==> config.mk <==
export PLATFORM = sky130hd
export DESIGN_NAME = fifo_ctrl_flat
export DESIGN_NICKNAME = d
export VERILOG_FILES = /design/src/rtl/fifo_ctrl_if.sv /design/src/rtl/fifo_ctrl.sv /design/src/flat_wrapper.sv
export SDC_FILE = /design/constraint.sdc
export NUM_CORES = 1
export LEC_CHECK = 0
export ABC_AREA = 1
export CAP_MARGIN = 20
export CORE_MARGIN = 5
export CORE_UTILIZATION = 40
export DETAILED_ROUTE_END_ITERATION = 10
export MAX_ROUTING_LAYER = met4
export PLACE_DENSITY_LB_ADDON = 0.15
export SLEW_MARGIN = 20
export SYNTH_ARGS = -nofsm -noshare
export SYNTH_HDL_FRONTEND = slang
export SYNTH_SLANG_ARGS = --single-unit
==> constraint.sdc <==
create_clock -name clk -period 2.85 [get_ports clk]
set_input_delay 0.4275 -clock clk [delete_from_list [all_inputs] [get_ports clk]]
set_output_delay 0.4275 -clock clk [all_outputs]
set_load 0.02 [all_outputs]
==> src/rtl/fifo_ctrl_if.sv <==
// Handshake/status and RAM-drive bundle between a FIFO client, fifo_ctrl and its block RAM.
// The slave modport is the FIFO controller; the master modport is its client.
interface fifo_ctrl_if #(
  parameter int RAM_WIDTH  = 8,
  parameter int ADDR_WIDTH = 4
);
  logic                  push;
  logic [RAM_WIDTH-1:0]  push_data;
  logic                  pop;
  logic                  err_clr;
  logic                  full;
  logic                  empty;
  logic                  almost_full;
  logic [ADDR_WIDTH:0]   count;
  logic                  pop_valid;
  logic                  overflow;
  logic                  underflow;
  logic                  ram_write_allow;
  logic [ADDR_WIDTH-1:0] ram_write_addr;
  logic [RAM_WIDTH-1:0]  ram_write_data;
  logic                  ram_read_allow;
  logic [ADDR_WIDTH-1:0] ram_read_addr;

  modport slave (
    input  push, push_data, pop, err_clr,
    output full, empty, almost_full, count, pop_valid, overflow, underflow,
           ram_write_allow, ram_write_addr, ram_write_data,
           ram_read_allow, ram_read_addr
  );

  modport master (
    output push, push_data, pop, err_clr,
    input  full, empty, almost_full, count, pop_valid, overflow, underflow,
           ram_write_allow, ram_write_addr, ram_write_data,
           ram_read_allow, ram_read_addr
  );
endinterface

==> src/rtl/fifo_ctrl.sv <==
// Single-clock FIFO controller: owns pointers, occupancy and flags, drives a
// dual-port block RAM whose registered read port returns data one cycle after a pop.
module fifo_ctrl #(
  parameter int RAM_WIDTH    = 8,
  parameter int ADDR_WIDTH   = 4,
  parameter int AFULL_THRESH = 12
) (
  input  logic     clk,
  input  logic     rst,
  fifo_ctrl_if.slave bus
);
  localparam logic [ADDR_WIDTH:0] DEPTH = {1'b1, {ADDR_WIDTH{1'b0}}};
  localparam logic [ADDR_WIDTH:0] AFULL = (ADDR_WIDTH+1)'(AFULL_THRESH);

  logic [ADDR_WIDTH-1:0] wr_ptr, rd_ptr;
  logic [ADDR_WIDTH:0]   cnt;
  logic                  pop_vld, ovf, udf;
  logic                  push_ok, pop_ok;

  // Flags come only from the registered count, so accept decisions never
  // see a same-cycle push (no pass-through into an empty FIFO).
  assign bus.full        = (cnt == DEPTH);
  assign bus.empty       = (cnt == '0);
  assign bus.almost_full = (cnt >= AFULL);
  assign bus.count       = cnt;
  assign bus.pop_valid   = pop_vld;
  assign bus.overflow    = ovf;
  assign bus.underflow   = udf;

  assign push_ok = bus.push & ~bus.full;
  assign pop_ok  = bus.pop & ~bus.empty;

  assign bus.ram_write_allow = push_ok;
  assign bus.ram_write_addr  = wr_ptr;
  assign bus.ram_write_data  = bus.push_data;
  assign bus.ram_read_allow  = pop_ok;
  assign bus.ram_read_addr   = rd_ptr;

  always_ff @(posedge clk or posedge rst) begin
    if (rst) begin
      wr_ptr  <= '0;
      rd_ptr  <= '0;
      cnt     <= '0;
      pop_vld <= 1'b0;
      ovf     <= 1'b0;
      udf     <= 1'b0;
    end else begin
      wr_ptr  <= wr_ptr + ADDR_WIDTH'(push_ok);
      rd_ptr  <= rd_ptr + ADDR_WIDTH'(pop_ok);
      pop_vld <= pop_ok;
      case ({push_ok, pop_ok})
        2'b10:   cnt <= cnt + 1'b1;
        2'b01:   cnt <= cnt - 1'b1;
        default: cnt <= cnt;
      endcase
      // A fresh error in the clearing cycle keeps the flag set.
      ovf <= (ovf & ~bus.err_clr) | (bus.push & bus.full);
      udf <= (udf & ~bus.err_clr) | (bus.pop & bus.empty);
    end
  end
endmodule
==> src/flat_wrapper.sv <==
// flat-port wrapper written by rule: the top's interface ports become plain ports
module fifo_ctrl_flat 
#(
  parameter int RAM_WIDTH    = 8,
  parameter int ADDR_WIDTH   = 4,
  parameter int AFULL_THRESH = 12
)
  (clk, rst, bus_push, bus_push_data, bus_pop, bus_err_clr, bus_full, bus_empty, bus_almost_full, bus_count, bus_pop_valid, bus_overflow, bus_underflow, bus_ram_write_allow, bus_ram_write_addr, bus_ram_write_data, bus_ram_read_allow, bus_ram_read_addr);
  fifo_ctrl_if #(.RAM_WIDTH(RAM_WIDTH), .ADDR_WIDTH(ADDR_WIDTH)) bus_i ();
  input  logic clk;
  input  logic rst;
  input wire logic [$bits(bus_i.push)-1:0] bus_push;
  input wire logic [$bits(bus_i.push_data)-1:0] bus_push_data;
  input wire logic [$bits(bus_i.pop)-1:0] bus_pop;
  input wire logic [$bits(bus_i.err_clr)-1:0] bus_err_clr;
  output wire logic [$bits(bus_i.full)-1:0] bus_full;
  output wire logic [$bits(bus_i.empty)-1:0] bus_empty;
  output wire logic [$bits(bus_i.almost_full)-1:0] bus_almost_full;
  output wire logic [$bits(bus_i.count)-1:0] bus_count;
  output wire logic [$bits(bus_i.pop_valid)-1:0] bus_pop_valid;
  output wire logic [$bits(bus_i.overflow)-1:0] bus_overflow;
  output wire logic [$bits(bus_i.underflow)-1:0] bus_underflow;
  output wire logic [$bits(bus_i.ram_write_allow)-1:0] bus_ram_write_allow;
  output wire logic [$bits(bus_i.ram_write_addr)-1:0] bus_ram_write_addr;
  output wire logic [$bits(bus_i.ram_write_data)-1:0] bus_ram_write_data;
  output wire logic [$bits(bus_i.ram_read_allow)-1:0] bus_ram_read_allow;
  output wire logic [$bits(bus_i.ram_read_addr)-1:0] bus_ram_read_addr;
  assign bus_i.push = bus_push;
  assign bus_i.push_data = bus_push_data;
  assign bus_i.pop = bus_pop;
  assign bus_i.err_clr = bus_err_clr;
  assign bus_full = bus_i.full;
  assign bus_empty = bus_i.empty;
  assign bus_almost_full = bus_i.almost_full;
  assign bus_count = bus_i.count;
  assign bus_pop_valid = bus_i.pop_valid;
  assign bus_overflow = bus_i.overflow;
  assign bus_underflow = bus_i.underflow;
  assign bus_ram_write_allow = bus_i.ram_write_allow;
  assign bus_ram_write_addr = bus_i.ram_write_addr;
  assign bus_ram_write_data = bus_i.ram_write_data;
  assign bus_ram_read_allow = bus_i.ram_read_allow;
  assign bus_ram_read_addr = bus_i.ram_read_addr;
  fifo_ctrl #(.RAM_WIDTH(RAM_WIDTH), .ADDR_WIDTH(ADDR_WIDTH), .AFULL_THRESH(AFULL_THRESH)) u_core (.clk(clk), .rst(rst), .bus(bus_i));
endmodule
### After elaboration in Yosys (flattened, before gate mapping)

Index checks and enable logic that the tools add are counted.

* register bits after elaboration: 16
* bits in latches: 0
* RAM bits: 0
* memory bits (read-only): 0
* input bits: 13
* output and inout port bits: 29
* memories kept: 0

* add/subtract/negate cells: 4
* multiply operators: 0
* div/mod/pow operators: 0
* magnitude comparators: 1
* eq/ne operators: 3
* shift-type cells: 0
* muxes and demuxes: 1
* bitwise gates (word level): 11
* reductions and logical operators: 2

Operators with widths (count)
* 5-bit one-hot mux with 2 select lines: 1
* 4-bit by 1-bit adder with 4-bit output: 2
* 1-bit bitwise AND: 6
* 5-bit by 1-bit adder with 5-bit output (second input constant): 1
* 5-bit == test (second input constant): 1
* 5-bit by 4-bit >= comparator with 1-bit output (second input constant): 1
* 5-bit logical NOT: 1
* 5-bit by 1-bit subtractor with 5-bit output (second input constant): 1
* 1-bit inverter: 3
* 2-bit by 1-bit == test with 1-bit output (second input constant): 1
* 2-bit == test (second input constant): 1
* 1-bit bitwise OR: 2
* 2-bit nonzero test: 1

### Longest topological paths before layout

Gate-level depths: netlist of the first run.

* word-level depth: 5
* depth in mapped cells: 17
* gate-level depth less buffers: 17

### Worst setup path after synthesis of the first run

OpenSTA, ideal clock, no wires.

* path type: reg-to-reg
* from: reg u_core.cnt[0] (netlist: u_core.bus.count[0])
* to: reg u_core.cnt[4] (netlist: u_core.bus.count[4])
* arrival time: 2.122 ns
* data required time: 2.733 ns
* path slack: 0.611 ns
* cell stages (with the launch flop): 17
* buffers on the path: 0
* period minus slack after synthesis: 2.239 ns
* path through: dfrtp_1 -> nor2_1 -> nand3_1 -> nor2_2 -> inv_2 -> nand2_2 -> ha_1 -> nand2_1 -> inv_2 -> nor2_4 -> ha_1 -> inv_1 -> nand2_1 -> nand3_1 -> nand3b_1 -> nand3_1 -> nand2_1

* cells in the longest elaborated chain, start to end: 5
* elaborated cells on any way between the ends: 12
* classes of those cells: add/sub: 2; eq/ne: 3; mux: 1; bitwise: 4; reduce/logical: 2

Ends and longest elaborated chain
* from (decl): line fifo_ctrl.sv:16 `logic [ADDR_WIDTH:0] cnt;`
* from (signal assigned): line fifo_ctrl.sv:52 `2'b10: cnt <= cnt + 1'b1;`
* from (signal assigned): line fifo_ctrl.sv:53 `2'b01: cnt <= cnt - 1'b1;`
* from (signal assigned): line fifo_ctrl.sv:54 `default: cnt <= cnt;`
* 5-bit == test *: line fifo_ctrl.sv:22 `assign bus.full = (cnt == DEPTH);`
* via bus_full: line flat_wrapper.sv:16 `output wire logic [$bits(bus_i.full)-1:0] bus_full;`
* 1-bit inverter *: line fifo_ctrl.sv:30 `assign push_ok = bus.push & ~bus.full;`
* 1-bit bitwise AND *: line fifo_ctrl.sv:30
* 2-bit by 1-bit == test with 1-bit output / 2-bit == test (equally long branches): line fifo_ctrl.sv:51 `case ({push_ok, pop_ok})`
* 5-bit one-hot mux with 2 select lines / 2-bit nonzero test (equally long branches)

Mark *: on every way through the listed nets, which the timed path passes. The rest lies on a longest branch.
A chain may end at the register's enable or synchronous reset.

### Final worst setup path of the first run

* from: reg u_core.cnt[1] (netlist: u_core.bus.count[1])
* to: out bus_ram_write_allow

* cells in the longest elaborated chain, start to end: 3

Ends and longest elaborated chain
* 5-bit == test: line fifo_ctrl.sv:22
* 1-bit inverter: line fifo_ctrl.sv:30
* 1-bit bitwise AND: line fifo_ctrl.sv:30
* to (decl): line flat_wrapper.sv:23 `output wire logic [$bits(bus_i.ram_write_allow)-1:0] bus_ram_write_allow;`

Every way passes these cells.

==> run metrics, run 1 <==
status=completed; Clock Latency Late Sink=roughly 280 ps; total grt overflow=0; full die area=around 3300 µm²; setup TNS=0 ps; CTS clk-pin slew, worst paths=90 ps; placed inst area=roughly 1100 µm²; Pwr per Cell Area=1170 nW/µm²; Post-Route WL=1670 µm; initial core utilization=41.2%; vias in the first global route=606; Clock Skews=0.889 ps; Final GP Congestion=0.829; data arrival time of the critical path=1880 ps; crit-path max FO=6; normalized max-slew margin=60.5%; num ports=42; Final HPWL DP=1390 µm; Residual DRC=0; DRT Pass-1 Iters=4; H-tree Lvls=1; worst hold path type=register to register; PortBufs=25; critical-path cell list=nor2_1, nand3_1, nor2_2, inv_2, nand2_2, inv_2, clkdlybuf4s50_1; WHS Path Cells=1; CP startpoint kind=register; Final Slew Violations=0; Worst Slack Setup Final=545 ps; mapped cell area=893 µm²; Power Total=1.35 mW; slowest stage delay, CP=530 ps; antenna viol nets, final=0; Yosys Warn Count=0; DR iter-0 viols=2; Die Wd=57.3 µm; Worst Tran Pin Value=593 ps; clk sink count=16; Die H=57.3 µm; initial antenna violation count=0; postcts setup bufs=0; Fin. Hold Viols=0; Leakage=between 0.5 and 0.6 nW; Ant. Diodes=0; Post-CTS Hold Fix Bufs=0; first-pass GRT wire length=2790 µm; Worst Path Class, Setup=register to output pin; crit-path most repeated cell=inv_2; Syn Inst Count=99; share of cells above drive strength 1=14.2%; design area=about 1200 µm²; CP max-delay cell=clkdlybuf4s50_1; CTS root buf=clkbuf_4; pin count of the biggest net entering global routing=17; final net count=142; Worst setup EP type=output pin; Mapped Nets=120; depth of the worst register-to-register path=14; post_cts resized=0; Area Overhead vs Synth=29.3%; global-route usage over all layers=11.3%; Clock Path Buffers=2; Final setup viols=0; FP Rows=17; RSZ-0062 raised after global routing=no; max_cap viols=0; WL/cell=around 11 µm; DR vias/cell=approximately 4.6; CTS tree=yes; Vias=674; core area=roughly 2200 µm²; Yosys reg bits=16; min cycle time layout=about 2300 ps; Max Clk Rate=0.434 GHz; TritonCTS Buffers=3; Worst Path Required=2420 ps; register area share after synthesis=roughly 45%; Post-Layout Cell Count=around 150; Syn Area/Cell=9.02 µm²; worst slack, placed=466 ps; Worst VDD drop=578 µV; DP Cell Count=between 100 and 150; Yosys cell types=19; fin crit share=roughly four fifths
layout by cell type (no fill, tap or decap), drive strengths merged, types with 3 or more instances in the layout:
| cell | instances |
|---|---|
| clkbuf | 4 |
| clkdlybuf4s50 | 25 |
| dfrtp | 16 |
| ha | 8 |
| inv | 16 |
| nand2 | 23 |
| nand3 | 8 |
| nor2 | 5 |
| o21ai | 6 |
| xnor2 | 3 |
| xor2 | 3 |
metal layers:
metal | wire length [µm] | share of wire, % | track usage (%)
met2 | 797 | 48 | 17.9
met5 | 0 | 0 | -
met3 | 111 | 6.7 | 2.49
met4 | 27 | 1.6 | 6.95
met1 | 730 | 44 | 12.8
registers in the layout, summed over array words and instances, names as in the netlist:
signal and cells:
u_core.bus.count 5, u_core.bus.ram_write_addr 4, u_core.bus.pop_valid 1, u_core.bus.underflow 1
u_core.bus.overflow 1, u_core.bus.ram_read_addr 4
cells in the mapped netlist, drive strengths merged:
library cell	number	area, µm²
nand3b	1	7.51
nand2	23	96.3
xor2	3	26.3
ha	8	100
nor2	5	28.8
nand3	8	45.0
o21ai	6	30.0
a21oi	1	5.00
xnor2	3	26.3
dfrtp	16	400
buf	8	60.1
inv	16	60.1
o21bai	1	7.51
stage by stage:
step	hold WS [ps]	util, %
CTS	485	53.2
global route	490	53.2
floorplan	341	-
global placement	459	51.6
finish	474	53.2
detailed placement	472	51.6
power breakdown:
group / switching [mW] / total (mW) / internal (mW)
clock network: 0.0689 / 0.147 / 0.0777
registers: 0.100 / 0.435 / 0.335
logic: 0.407 / 0.765 / 0.358
final timing paths:
check | from | end | slack (ps)
worst max-delay path | u_core.bus.count[1] | bus_ram_write_allow | 550
worst min-delay path | u_core.bus.ram_read_addr[3] | u_core.bus.ram_read_addr[3] | 470
worst max register to register | u_core.bus.count[1] | u_core.bus.count[4] | 590
worst min register to register | u_core.bus.ram_read_addr[3] | u_core.bus.ram_read_addr[3] | 470
max in group asynchronous | rst | u_core.bus.ram_read_addr[1] | 1970
min in group asynchronous | rst | u_core.bus.ram_write_addr[0] | 500
critical path: cells and delay by family, from the launching register on:
family / cells / cell delay (ps)
buffers and inverters: 3 / 620
AND/OR/NAND/NOR: 4 / 530
flip-flops: 1 / 450
kinds of logic after synthesis:
group	share of synthesized area [%]
flip-flops	44.8
adder cells (fa/ha/maj)	11.2
XOR/XNOR	5.88
buffers and inverters	13.4
AND/OR/NAND/NOR	19.9
AO/OA/AOI/OAI	4.76
area by class of cell:
class	instances	area (µm²)
fill	227	1010
inverter	16	60.1
timing repair buffer	25	250
clock buffer	4	36.3
tap	28	35.0
multi-input combinational	59	373
sequential	16	400
No activity file was read; power rests on OpenSTA's default activity.
==> run 2: changes to the inputs <==
- clock period: 2.85 -> 2.3 ns (I/O delays scaled with it)
==> run metrics, run 2 (synthesized netlist as in run 1, its figures left out) <==
status=completed; Final GP Congestion=slightly below 0.9; WL/cell=between 10 and 15 µm; Sw Pwr=0.733 mW; normalized max-slew margin=around three fifths; Max Clk Rate=roughly 0.47 GHz; Final HPWL DP=1400 µm; final net count=147; total grt overflow=0; flip-flop count of the largest register after layout=5; DR vias/cell=4.67; num ports=42; CTS tree=yes; share of cells above drive strength 1=20.0%; full die area=3280 µm²; Clock Skews=about 1.0 ps; Worst VDD drop=674 µV; Worst setup EP type=output pin; Die H=57.3 µm; CTS clk-pin slew, worst paths=90 ps; Post-Route WL=1720 µm; min cycle time layout=2110 ps; Final setup viols=0; data arrival time of the critical path=1760 ps; most common cell after layout, fill and taps aside=clkdlybuf4s50_1; Final Slew Violations=0; initial core utilization=41.2%; Ant. Diodes=0; max_cap viols=0; crit-path max FO=4; PortBufs=25; Die Wd=57.3 µm; Worst Path Class, Setup=register to output pin; CTS root buf=clkbuf_4; FP Rows=17; Clock Path Buffers=2; CP startpoint kind=register; Leakage=~0.59 nW; Residual DRC=0; Layout fillers=210; pin count of the biggest net entering global routing=17; fin crit share=between 90 and 100%; P_int=1.00 mW; core area=between 2000 and 2500 µm²; setup TNS=0 ps; clk sink count=16; Pwr per Cell Area=1440 nW/µm²; first-pass GRT wire length=2950 µm; global-route usage over all layers=11.9%; DRT Pass-1 Iters=4; switching share of total power=42.3%; Area Overhead vs Synth=34.9%; Worst Slack Setup Final=between 150 and 200 ps; RSZ-0062 raised after global routing=no; initial antenna violation count=0; most frequent cells in the layout=24 x clkdlybuf4s50_1, 19 x nand2_1, 16 x dfrtp_1; Vias=714; Clock Latency Late Sink=280 ps; Worst Path Required=1960 ps; vias in the first global route=679; Power Total=~1.7 mW; H-tree Lvls=1; Logic pwr share=59.5%; postcts setup bufs=0; TritonCTS Buffers=3; Fin. Hold Viols=0; Worst Tran Pin Value=598 ps; DR iter-0 viols=9; antenna viol nets, final=0; sequential power share=29.8%; Clk pwr share=10.7%; worst slack, placed=98.2 ps; worst hold path type=input port to asynchronous set/reset pin
[run 2: cell types whose count changed in the layout (fill, tap and decap cells not counted)]
cell / delta
buf_4: +5
clkdlybuf4s50_1: -1
dlymetal6s2s_1: +1
ha_1: -1
ha_2: +1
nand3_1: -1
nand3_2: +1
nor2_1: -1
nor2_2: +1
[run 2: final timing paths]
| path | startpoint | to | slack (ps) | cells past startpoint |
|---|---|---|---|---|
| max in group asynchronous | rst | u_core.bus.ram_write_addr[2] | 1490 | 2 |
| hold reg to reg | u_core.bus.ram_read_addr[3] | u_core.bus.ram_read_addr[3] | 470 | 1 |
| hold / removal | rst | u_core.bus.ram_read_addr[3] | 430 | 2 |
| setup reg to reg | u_core.bus.count[2] | u_core.bus.count[4] | 250 | 16 |
| setup / recovery | u_core.bus.count[2] | bus_full | 190 | 5 |
| min in group clk | u_core.bus.ram_read_addr[3] | u_core.bus.ram_read_addr[3] | 470 | 1 |
[run 2: repair_timing]
| action | in CTS | in global routing |
|---|---|---|
| hold buffers | 0 | 0 |
| endpoints found under the setup margin | 0 | 3 |
| resized for setup | 0 | 4 |
[run 2: critical path, stage by stage, from the launching register on]
cell	delay (ps)
dfrtp_1	430
inv_1	100
nand3_2	100
nor2_2	130
buf_4	130
clkdlybuf4s50_1	590
[run 2: cell type report]
cell class,instances,area [µm²],share of cell area (%)
Multi-Input combinational cell,59,383,31.8
Tap cell,28,35.0,2.91
Inverter,16,60.1,4.98
Timing Repair Buffer,30,290,24.1
Clock buffer,4,36.3,3.01
Sequential cell,16,400,33.2
[run 2: through the flow]
step	hold WS (ps)	std cells	cell area, µm²	util, %
final	427	153	1200	55.5
after global routing	484	153	1200	55.5
after CTS	452	153	1190	55.0
after detailed placement	464	149	1160	53.3
after global placement	459	149	1160	53.3
after floorplan	259	99	893	-
[run 2: power groups by stage]
| stage | Clock [mW] | Combinational, mW | Sequential [mW] |
|---|---|---|---|
| CTS | 0.193 | 1.04 | 0.516 |
| floorplan | 0 | 0.431 | 0.688 |
| detailed placement | 0 | 1.03 | 0.521 |
| finish | 0.185 | 1.03 | 0.517 |
| global placement | 0 | 1.03 | 0.523 |
| global route | 0.209 | 1.14 | 0.537 |
[run 2: per-layer routing]
layer | vias up | track usage, % | routed length (µm)
met5 | - | - | 0
met4 | 0 | 7.95 | 28
met3 | 2 | 2.04 | 115
met2 | 23 | 18.8 | 872
met1 | 335 | 13.7 | 704
li1 | 354 | - | -
==> run 3: changes to the inputs <==
- CORE_UTILIZATION: 40 -> 35
- CTS_CLUSTER_SIZE: unset -> 20
- GPL_ROUTABILITY_DRIVEN: unset -> 0
==> run metrics, run 3 (synthesized netlist as in run 1, its figures left out) <==
status=completed; Post-Layout Cell Count=154; Fin. Hold Viols=0; Post-CTS Hold Fix Bufs=0; PortBufs=25; Residual DRC=0; max_cap viols=0; vias in the first global route=705; CTS clk-pin slew, worst paths=approximately 90 ps; normalized max-slew margin=58.6%; initial antenna violation count=0; H-tree Lvls=1; clk sink count=16; total grt overflow=0; CTS root buf=clkbuf_4; DRT Pass-1 Iters=3; Min Hold Slack=437 ps; global-route usage over all layers=11.9%; Power Total=1.71 mW; most frequent cells in the layout=22 x clkdlybuf4s50_1, 19 x nand2_1, 16 x dfrtp_1; slowest stage delay, CP=420 ps; Area Overhead vs Synth=34.7%; num ports=42; most common cell after layout, fill and taps aside=clkdlybuf4s50_1; Final setup viols=0; full die area=3660 µm²; Die Wd=60.5 µm; Final Slew Violations=0; worst hold path type=input port to asynchronous set/reset pin; crit-path most repeated cell=nand2_1; Storage cell area=400 µm²; crit-path max FO=6; critical-path cell list=inv_1, nand3_2, nor2_2, inv_2, nand2_2, ha_4, nand2_1, inv_2, nor2_4, ha_1, inv_1, nand2_1, nand3_1, nand3b_1, nand3_1, nand2_1; first-pass GRT wire length=about 3100 µm; Clock Skews=0.942 ps; core area=2450 µm²; final net count=147; CP max-delay cell=dfrtp_1; area of the multi-input gates=393 µm²; Leakage=0.599 nW; Post-Route WL=1910 µm; DR vias/cell=4.59; worst slack, placed=78.5 ps; Worst setup EP type=register; Layout fillers=246; Clock Latency Late Sink=280 ps; DP Cell Count=150; Worst Tran Pin Value=621 ps; flip-flop count of the largest register after layout=5; Worst Slack Setup Final=about 200 ps; CP startpoint kind=register; Worst VDD drop=727 µV; data arrival time of the critical path=~2300 ps; Ant. Diodes=0; pin count of the biggest net entering global routing=17; min cycle time layout=2100 ps; Worst Path Required=2480 ps; TritonCTS Buffers=3; share of cells above drive strength 1=20.2%; FP Rows=18; Pwr per Cell Area=1420 nW/µm²; WL/cell=between 10 and 15 µm; CTS tree=yes; fin crit share=91.3%; initial core utilization=36.4%; Worst Path Class, Setup=register to register; Clock Path Buffers=2; Die H=~60 µm; Finished Core Util=49.0%; DR iter-0 viols=4; antenna viol nets, final=0; Max Clk Rate=0.476 GHz; Final HPWL DP=1510 µm; Vias=~710
==> run 3: cell types whose count changed in the layout (fill, tap and decap cells not counted), sizes merged <==
cell	previous run	this run
buf	5	6
dlymetal6s2s	1	2
clkbuf	4	3
clkdlybuf4s50	24	22
==> run 3: cell type report <==
class | count | area share (%)
flip-flops and latches | 16 | 33.3
multi-input cells | 59 | 32.6
repair buffers | 30 | 24.1
inverters | 16 | 4.99
well taps | 30 | 3.12
clock buffers | 3 | 1.87
==> run 3: power by group <==
group          total [mW]  switching [mW]  internal (mW)
logic                1.05           0.562          0.490
registers           0.515          0.0998          0.415
clock network       0.142          0.0818         0.0607
==> run 3: worst paths after layout <==
path	to	depth (start not counted)	start	slack (ps)
max reg2reg	u_core.bus.count[4]	16	u_core.bus.count[2]	200
min	u_core.bus.ram_write_addr[2]	2	rst	440
min reg2reg	u_core.bus.ram_read_addr[3]	1	u_core.bus.ram_read_addr[3]	470
max in group asynchronous	u_core.bus.count[2]	2	rst	1460
max	u_core.bus.count[4]	16	u_core.bus.count[2]	200
min in group clk	u_core.bus.ram_read_addr[3]	1	u_core.bus.ram_read_addr[3]	470
==> run 3: stage by stage <==
stage	TNS, ps	area, µm²
CTS	0	1170
detailed placement	0	1150
global placement	0	1150
floorplan	0	893
global route	-8.97	1200
finish	0	1200
==> run 3: timing repair <==
item	4_1_cts	5_1_grt
setup buffers	0	1
endpoints found under the hold margin	0	0
endpoints found under the setup margin	0	4
resized for setup	0	7
==> run 3: critical path: cells and delay by family (launching register included) <==
kind                     cells  cell delay [ps]
buffers and inverters        4              310
flip-flops                   1              420
adder cells (fa/ha/maj)      2              360
AND/OR/NAND/NOR             10              910
==> run 3: routing by layer <==
layer	routed length, µm	track usage (%)	up-vias	share of wire (%)
met4	44	6.50	0	2.3
met1	777	13.5	325	41
met2	915	19.6	22	48
li1	-	-	351	-
met3	172	2.55	9	9.0
met5	0	-	-	0
